==> src/rtl/adxl345_pkg.sv <==
// -----------------------------------------------------------------------------
// adxl345_pkg
// Shared definitions for the ADXL345 burst reader: register addresses, fixed
// register values, the SPI shift-register width and the controller state type.
// Also provides a helper that builds an SPI command byte {R/W, MB, addr}.
// -----------------------------------------------------------------------------
package adxl345_pkg;

   localparam int SPI_W = 64;

   localparam logic [5:0] REG_DEVID       = 6'h00;
   localparam logic [5:0] REG_DATA_FORMAT = 6'h31;
   localparam logic [5:0] REG_POWER_CTL   = 6'h2D;
   localparam logic [5:0] REG_DATAX0      = 6'h32;

   localparam logic [7:0] DEVID_VALUE   = 8'hE5;
   localparam logic [7:0] POWER_MEASURE = 8'h08;

   typedef enum logic [3:0] {
      ST_READ_ID,
      ST_CHECK_ID,
      ST_WR_FORMAT,
      ST_WR_POWER,
      ST_WAIT_TIMER,
      ST_BURST,
      ST_ACCUM,
      ST_PUBLISH,
      ST_ERROR
   } state_e;

   function automatic logic [7:0] spi_cmd(input logic rd, input logic mb, input logic [5:0] addr);
      return {rd, mb, addr};
   endfunction

endpackage

==> src/rtl/spi_mode3_shifter.sv <==
// -----------------------------------------------------------------------------
// spi_mode3_shifter
// SPI mode-3 master (clock idles high, MSB first). One transaction of ipLength
// bits is launched by ipStart while idle. nCS falls immediately, the first SClk
// fall comes one half-period later, SDI changes on SClk falls and SDO is
// sampled on SClk rises. nCS rises one half-period after the last rise, then
// the block stays busy for two more half-periods so nCS always idles high for
// at least that long before the next transaction.
// Ports:
//   ipClk, ipReset  clock, synchronous active-high reset
//   ipStart         launch a transaction (ignored while busy)
//   ipLength        number of bits to shift
//   ipData          transmit data, left-aligned (bit 63 sent first)
//   opData          received bits, right-aligned (last bit in bit 0)
//   opBusy          transaction in progress (including trailing nCS-high gap)
//   opDone          one-cycle strobe when the transaction has fully finished
//   nCS, SClk, SDI  SPI outputs; SDO SPI input
// -----------------------------------------------------------------------------
module spi_mode3_shifter
   import adxl345_pkg::*;
#(
   parameter int CLOCK_DIV = 5
) (
   input  logic             ipClk,
   input  logic             ipReset,
   input  logic             ipStart,
   input  logic [6:0]       ipLength,
   input  logic [SPI_W-1:0] ipData,
   output logic [SPI_W-1:0] opData,
   output logic             opBusy,
   output logic             opDone,
   output logic             nCS,
   output logic             SClk,
   output logic             SDI,
   input  logic             SDO
);

   logic [3:0]       div_q, div_d;
   logic [7:0]       hp_q, hp_d;
   logic [6:0]       len_q, len_d;
   logic [SPI_W-1:0] tx_q, tx_d;
   logic [SPI_W-1:0] rx_q, rx_d;
   logic             busy_q, busy_d;
   logic             done_q, done_d;
   logic             ncs_q, ncs_d;
   logic             sclk_q, sclk_d;
   logic             sdi_q, sdi_d;

   logic             tick;
   logic [7:0]       hp_next;
   logic [7:0]       last_rise;

   assign tick      = busy_q && (div_q == 4'(CLOCK_DIV - 1));
   assign hp_next   = hp_q + 8'd1;
   assign last_rise = {len_q, 1'b0};

   // Half-period ticks are numbered from 1: odd ticks up to 2*len are SClk
   // falls, even ticks are rises; then nCS release and a two-tick idle guard.
   always_comb begin
      div_d  = div_q;
      hp_d   = hp_q;
      len_d  = len_q;
      tx_d   = tx_q;
      rx_d   = rx_q;
      busy_d = busy_q;
      done_d = 1'b0;
      ncs_d  = ncs_q;
      sclk_d = sclk_q;
      sdi_d  = sdi_q;
      if (!busy_q) begin
         if (ipStart) begin
            busy_d = 1'b1;
            ncs_d  = 1'b0;
            div_d  = '0;
            hp_d   = '0;
            len_d  = ipLength;
            tx_d   = ipData;
            rx_d   = '0;
         end
      end else begin
         div_d = tick ? 4'd0 : div_q + 4'd1;
         if (tick) begin
            hp_d = hp_next;
            if (hp_next <= last_rise) begin
               if (hp_next[0]) begin
                  sclk_d = 1'b0;
                  sdi_d  = tx_q[SPI_W-1];
                  tx_d   = {tx_q[SPI_W-2:0], 1'b0};
               end else begin
                  sclk_d = 1'b1;
                  rx_d   = {rx_q[SPI_W-2:0], SDO};
               end
            end else if (hp_next == last_rise + 8'd1) begin
               ncs_d = 1'b1;
               sdi_d = 1'b1;
            end else if (hp_next == last_rise + 8'd3) begin
               busy_d = 1'b0;
               done_d = 1'b1;
            end
         end
      end
   end

   always_ff @(posedge ipClk) begin
      if (ipReset) begin
         div_q  <= '0;
         hp_q   <= '0;
         len_q  <= '0;
         busy_q <= 1'b0;
         done_q <= 1'b0;
         ncs_q  <= 1'b1;
         sclk_q <= 1'b1;
         sdi_q  <= 1'b1;
      end else begin
         div_q  <= div_d;
         hp_q   <= hp_d;
         len_q  <= len_d;
         busy_q <= busy_d;
         done_q <= done_d;
         ncs_q  <= ncs_d;
         sclk_q <= sclk_d;
         sdi_q  <= sdi_d;
      end
      tx_q <= tx_d;
      rx_q <= rx_d;
   end

   assign opData = rx_q;
   assign opBusy = busy_q;
   assign opDone = done_q;
   assign nCS    = ncs_q;
   assign SClk   = sclk_q;
   assign SDI    = sdi_q;

endmodule

==> src/rtl/adxl345_burst_reader.sv <==
// -----------------------------------------------------------------------------
// adxl345_burst_reader
// ADXL345 SPI controller: verifies DEVID, programs DATA_FORMAT and POWER_CTL,
// then repeatedly reads X/Y/Z with one 6-byte multi-byte burst, optionally
// paced by a sample timer and box-car averaged over 2**AVG_LOG2 bursts.
// Ports:
//   ipClk, ipReset   clock, synchronous active-high reset
//   opX/opY/opZ      averaged axis values, two's complement, held between strobes
//   opValid          one-cycle strobe when opX/opY/opZ update
//   opError          sticky, set when DEVID does not read back as 8'hE5
//   nCS, SClk, SDI   SPI master outputs (mode 3); SDO SPI input
// -----------------------------------------------------------------------------
module adxl345_burst_reader
   import adxl345_pkg::*;
#(
   parameter int          CLOCK_DIV     = 5,
   parameter logic [1:0]  RANGE         = 2'b01,
   parameter bit          FULL_RES      = 1'b1,
   parameter int unsigned SAMPLE_PERIOD = 0,
   parameter int          AVG_LOG2      = 0
) (
   input  logic        ipClk,
   input  logic        ipReset,
   output logic [15:0] opX,
   output logic [15:0] opY,
   output logic [15:0] opZ,
   output logic        opValid,
   output logic        opError,
   output logic        nCS,
   output logic        SClk,
   output logic        SDI,
   input  logic        SDO
);

   localparam int               ACC_W        = 16 + AVG_LOG2;
   localparam int               CNT_W        = AVG_LOG2 + 1;
   localparam logic [CNT_W-1:0] CNT_TARGET   = CNT_W'(1 << AVG_LOG2);
   localparam logic [31:0]      TIMER_THRESH = (SAMPLE_PERIOD == 0) ? 32'd0 : 32'(SAMPLE_PERIOD - 1);

   state_e                  state_q, state_d;
   logic                    issued_q, issued_d;
   logic [31:0]             timer_q, timer_d;
   logic signed [ACC_W-1:0] acc_x_q, acc_x_d, acc_y_q, acc_y_d, acc_z_q, acc_z_d;
   logic [CNT_W-1:0]        cnt_q, cnt_d, cnt_inc;
   logic [15:0]             x_q, x_d, y_q, y_d, z_q, z_d;
   logic                    valid_q, valid_d;
   logic                    error_q, error_d;

   logic                    spi_start;
   logic [6:0]              spi_len;
   logic [SPI_W-1:0]        spi_tx, spi_rx;
   logic                    spi_busy, spi_done;
   logic signed [15:0]      raw_x, raw_y, raw_z;
   logic                    unused_spi_rx;

   // Arithmetic shift floors the mean; the accumulator is wide enough that
   // the result always fits back into 16 bits.
   function automatic logic [15:0] avg_out(input logic signed [ACC_W-1:0] acc);
      logic signed [ACC_W-1:0] shifted;
      shifted = acc >>> AVG_LOG2;
      return shifted[15:0];
   endfunction

   // Burst reply bytes sit in opData[47:0] as X0,X1,Y0,Y1,Z0,Z1.
   assign raw_x         = {spi_rx[39:32], spi_rx[47:40]};
   assign raw_y         = {spi_rx[23:16], spi_rx[31:24]};
   assign raw_z         = {spi_rx[7:0],   spi_rx[15:8]};
   assign unused_spi_rx = ^spi_rx[63:48];
   assign cnt_inc       = cnt_q + CNT_W'(1);

   spi_mode3_shifter #(
      .CLOCK_DIV(CLOCK_DIV)
   ) u_spi (
      .ipClk   (ipClk),
      .ipReset (ipReset),
      .ipStart (spi_start),
      .ipLength(spi_len),
      .ipData  (spi_tx),
      .opData  (spi_rx),
      .opBusy  (spi_busy),
      .opDone  (spi_done),
      .nCS     (nCS),
      .SClk    (SClk),
      .SDI     (SDI),
      .SDO     (SDO)
   );

   // issued_q marks that the current state's single transaction has been
   // launched, so each configuration state issues exactly one transfer.
   always_comb begin
      state_d   = state_q;
      issued_d  = issued_q;
      timer_d   = (timer_q == '1) ? timer_q : timer_q + 32'd1;
      acc_x_d   = acc_x_q;
      acc_y_d   = acc_y_q;
      acc_z_d   = acc_z_q;
      cnt_d     = cnt_q;
      x_d       = x_q;
      y_d       = y_q;
      z_d       = z_q;
      valid_d   = 1'b0;
      error_d   = error_q;
      spi_start = 1'b0;
      spi_len   = 7'd16;
      spi_tx    = '0;
      case (state_q)
         ST_READ_ID: begin
            spi_tx = {spi_cmd(1'b1, 1'b0, REG_DEVID), 56'h0};
            if (!issued_q && !spi_busy) begin
               spi_start = 1'b1;
               issued_d  = 1'b1;
            end else if (spi_done) begin
               issued_d = 1'b0;
               state_d  = ST_CHECK_ID;
            end
         end
         ST_CHECK_ID: begin
            if (spi_rx[7:0] != DEVID_VALUE) begin
               error_d = 1'b1;
               state_d = ST_ERROR;
            end else begin
               state_d = ST_WR_FORMAT;
            end
         end
         ST_WR_FORMAT: begin
            spi_tx = {spi_cmd(1'b0, 1'b0, REG_DATA_FORMAT), 4'b0000, FULL_RES, 1'b0, RANGE, 48'h0};
            if (!issued_q && !spi_busy) begin
               spi_start = 1'b1;
               issued_d  = 1'b1;
            end else if (spi_done) begin
               issued_d = 1'b0;
               state_d  = ST_WR_POWER;
            end
         end
         ST_WR_POWER: begin
            spi_tx = {spi_cmd(1'b0, 1'b0, REG_POWER_CTL), POWER_MEASURE, 48'h0};
            if (!issued_q && !spi_busy) begin
               spi_start = 1'b1;
               issued_d  = 1'b1;
            end else if (spi_done) begin
               issued_d = 1'b0;
               state_d  = ST_WAIT_TIMER;
            end
         end
         ST_WAIT_TIMER: begin
            spi_len = 7'd56;
            spi_tx  = {spi_cmd(1'b1, 1'b1, REG_DATAX0), 56'h0};
            // Timer zeroes on the start cycle, so nCS falls land exactly
            // SAMPLE_PERIOD cycles apart; an overdue start fires at once.
            if (timer_q >= TIMER_THRESH && !spi_busy) begin
               spi_start = 1'b1;
               timer_d   = '0;
               state_d   = ST_BURST;
            end
         end
         ST_BURST: begin
            if (spi_done) state_d = ST_ACCUM;
         end
         ST_ACCUM: begin
            acc_x_d = acc_x_q + ACC_W'(raw_x);
            acc_y_d = acc_y_q + ACC_W'(raw_y);
            acc_z_d = acc_z_q + ACC_W'(raw_z);
            cnt_d   = cnt_inc;
            state_d = (cnt_inc == CNT_TARGET) ? ST_PUBLISH : ST_WAIT_TIMER;
         end
         ST_PUBLISH: begin
            x_d     = avg_out(acc_x_q);
            y_d     = avg_out(acc_y_q);
            z_d     = avg_out(acc_z_q);
            valid_d = 1'b1;
            acc_x_d = '0;
            acc_y_d = '0;
            acc_z_d = '0;
            cnt_d   = '0;
            state_d = ST_WAIT_TIMER;
         end
         ST_ERROR: begin
            state_d = ST_ERROR;
         end
         default: begin
            state_d = ST_READ_ID;
         end
      endcase
   end

   always_ff @(posedge ipClk) begin
      if (ipReset) begin
         state_q  <= ST_READ_ID;
         issued_q <= 1'b0;
         timer_q  <= '0;
         acc_x_q  <= '0;
         acc_y_q  <= '0;
         acc_z_q  <= '0;
         cnt_q    <= '0;
         x_q      <= '0;
         y_q      <= '0;
         z_q      <= '0;
         valid_q  <= 1'b0;
         error_q  <= 1'b0;
      end else begin
         state_q  <= state_d;
         issued_q <= issued_d;
         timer_q  <= timer_d;
         acc_x_q  <= acc_x_d;
         acc_y_q  <= acc_y_d;
         acc_z_q  <= acc_z_d;
         cnt_q    <= cnt_d;
         x_q      <= x_d;
         y_q      <= y_d;
         z_q      <= z_d;
         valid_q  <= valid_d;
         error_q  <= error_d;
      end
   end

   assign opX     = x_q;
   assign opY     = y_q;
   assign opZ     = z_q;
   assign opValid = valid_q;
   assign opError = error_q;

endmodule

==> config.mk <==
export PLATFORM = sky130hd
export DESIGN_NAME = adxl345_burst_reader
export DESIGN_NICKNAME = d
export VERILOG_FILES = /design/src/rtl/adxl345_pkg.sv /design/src/rtl/spi_mode3_shifter.sv /design/src/rtl/adxl345_burst_reader.sv
export SDC_FILE = /design/constraint.sdc
export NUM_CORES = 1
export LEC_CHECK = 0
export ABC_AREA = 1
export BUFFER_PORTS_ARGS = -buffer_cell sky130_fd_sc_hd__clkbuf_2
export CELL_PAD_IN_SITES_DETAIL_PLACEMENT = 0
export CELL_PAD_IN_SITES_GLOBAL_PLACEMENT = 1
export CORE_MARGIN = 2
export CORE_UTILIZATION = 35
export CTS_BUF_LIST = sky130_fd_sc_hd__clkbuf_16
export DETAILED_ROUTE_END_ITERATION = 8
export GPL_ROUTABILITY_DRIVEN = 0
export GPL_TIMING_DRIVEN = 0
export PLACE_DENSITY_LB_ADDON = 0.12
export SYNTH_ARGS = -nofsm -noshare
export SYNTH_HDL_FRONTEND = slang
export SYNTH_SLANG_ARGS = --single-unit
export TNS_END_PERCENT = 5
==> constraint.sdc <==
create_clock -name ipClk -period 5.83 [get_ports ipClk]
set_input_delay 0.583 -clock ipClk [delete_from_list [all_inputs] [get_ports ipClk]]
set_output_delay 0.583 -clock ipClk [all_outputs]
set_load 0.03 [all_outputs]
==> flow_summary.ini <==
[clocking]
clock_latency_ns = 0.44
htree_levels = 4
path_clk_slew_ns = 0.08
ctsResizeCount = 0
cts.sinks = 187
cts_root_buf = clkbuf_16
holdBufCountCts = 0
post_cts_buffers = 0
cts_tree = done
cts_buffers = 17
cts_buffer_depth = 2

[setup_path]
slowest_stage = a21oi_2
critPathMostFrequentCell = nor2_1
cp_max_fo = 16
max_stage_delay_ns = 0.73
path_cells = ha_1 > nand2_1 > nor2_1 > inv_1 > nor2_1 > nor2_1 > ha_1 > nand2_1 > nor2_1 > nand4_1 > nand2_4 > nand3_1 > a21oi_2
startpoint_type = flop
end_kind = flop
crit_type = flop to flop
crit_family = simple AND/OR/NAND/NOR gates
critPathArrivalTime_ns = 3.34
path_buf_inv = 1
cp.required_ns = 5.89
cp_num_cells = 13
r2r_cells = 13

[route]
drc_errors = 0
avgRoutedWirePerCell_um = 14.9
routed_wl_mm = 26.2
avgViaCountPerCell = 4.61
drtPass1Iterations = 5
vias = 8108
ant_nets = 0
first_iter_violations = 398

[logic_synthesis]
synth_top_area_share_pct = 25.1
syn-num-nets = 1352
synth_cell_types = 43
synth-seq-cells = 187
synth-edff-count = 64
synthFlopType = dfxtp_1
ys_warn_count = 0
netlist_top_cells_area = dfxtp_1, edfxtp_1, nand2_1
async_flop_share_pct = 0
syn_inst = 1292
synth-seq-area-share_pct = 44.8
yosysTopAreaCell = dfxtp_1
syn_avg_cell_area_um2 = 7.58
syn_area_um2 = 9800

[global_route]
antenna_found_initial = 0
grt_max_degree = 22
grt_pass1_vias = 7767
gr-total-overflow = 0
grt_pass1_wl_mm = 42.2
grt_use_total_pct = 18.7

[placed_design]
numPortBuffers = 54
dp.cells = 1726
hpwl_mm = 19.4
dp_slack_ns = 2.53

[timing]
report.final.slew_viol_count = 0
worst_slew_pin_slew_ns = 0.944
holdWs_ns = 0.407
final_hold_viol_count = 0
slew_headroom_pct = 36.2
finalCritPeriodShare_pct = 56.2
max_clock_freq_mhz = 305
setup_slack_ns = 2.55
finalClockSkew_ns = 0.0132
rsz0062_at_grt = no
min_period_ns = 3.28
finalSetupViolCount = 0

[cells_and_area]
layout.cells.non_filler = 1758
layout_commonest_cell = nand2_1
most-common-layout-cells = nand2_1, inv_1, nor2_1, dfxtp_1, a21oi_1
drive_gt1_share_pct = 10.4
area_delta_synth_final_pct = 14.4
n_antenna_cell = 0
fin_nets = 1427
utilization_pct = 40.4

[die]
core_um2 = 27700
io_pins = 56
dieArea_um2 = 29300
floorplan.initialDensity_pct = 35.4
die_y_um = 171
die_w_um = 171
rows = 61

[pwr]
peakVddDrop_mv = 0.192
finalPower_w = 0.00439
powerDensity_nw_per_um2 = 391
leakage_nw = 5.47

[hold_path]
min_path_cells = 3
worstHoldPathType = primary input to flop

[job]
maxCapViolations = 0

[run_status]
status = finished clean
==> layout make-up <==
cell class              count  area [um^2]
clock buffers              19          475
repair buffers             56          325
multi-input cells         887         4550
plain buffers              42          220
inverters                 176          661
fillers                  2951        16500
clock inverters            13          121
flip-flops and latches    187         4380
well taps                 378          473
==> flip-flops by register name (all words and copies together), names as in the netlist, 2 cells and up <==
name          flops
acc_x_q          16
acc_y_q          16
acc_z_q          16
opX              16
opY              16
opZ              16
state_q           4
u_spi.div_q       4
u_spi.hp_q        8
u_spi.len_q       2
u_spi.opData     48
u_spi.tx_q       16
==> final timing paths <==
check / start / end / slack, ns
max: u_spi.hp_q[0] / u_spi.tx_q[51] / 2.55
min: SDO / u_spi.opData[0] / 0.41
max reg2reg: u_spi.hp_q[0] / u_spi.tx_q[51] / 2.55
min reg2reg: cnt_q / cnt_q / 0.46
==> synthesized netlist by cell type (all sizes together) (4+ instances only) <==
| library cell | number |
|---|---|
| nor2 | 146 |
| nand2 | 348 |
| dfxtp | 123 |
| nand3 | 77 |
| a21oi | 117 |
| nand4 | 6 |
| ha | 54 |
| o21ai | 79 |
| o22ai | 4 |
| nor3 | 11 |
| inv | 176 |
| buf | 22 |
| clkbuf | 20 |
| edfxtp | 64 |
| nand3b | 16 |
| xor2 | 5 |
| or2 | 4 |
| and2 | 4 |
==> metal layers <==
metal	GRT usage, %	routed length [um]
met5	0	0
met4	4.09	233
met3	2.85	572
met2	30.7	12000
met1	26.0	13400
==> worst register-to-register path: stages (launching register included) <==
cell and delay [ns]:
dfxtp_1 0.47, ha_1 0.26, nand2_1 0.13, nor2_1 0.17, inv_1 0.09, nor2_1 0.09, nor2_1 0.08, ha_1 0.30
nand2_1 0.05, nor2_1 0.09, nand4_1 0.18, nand2_4 0.14, nand3_1 0.13, a21oi_2 0.73
==> cells by family after synthesis <==
group | after synthesis | share of synthesized area [%]
AO/OA/AOI/OAI | 210 | 11.4
XOR/XNOR | 6 | 0.536
adder cells (fa/ha/maj) | 57 | 7.51
buffers and inverters | 218 | 8.99
flip-flops | 187 | 44.8
AND/OR/NAND/NOR | 614 | 26.8
==> stage by stage <==
step | TNS (ns) | cell area (um^2)
2_1_floorplan | 0 | 9800
3_3_place_gp | -43.12 | 10500
3_5_place_dp | 0 | 10600
4_1_cts | 0 | 11200
5_1_grt | 0 | 11200
6_report | 0 | 11200
==> power by group <==
| part | switching, W | internal, W |
|---|---|---|
| combinational | 0.000870 | 0.000411 |
| sequential | 0.000167 | 0.00175 |
| clock | 0.000574 | 0.000617 |
| total | 0.00161 | 0.00278 |
Note: power is estimated with default switching activity, not from simulation.
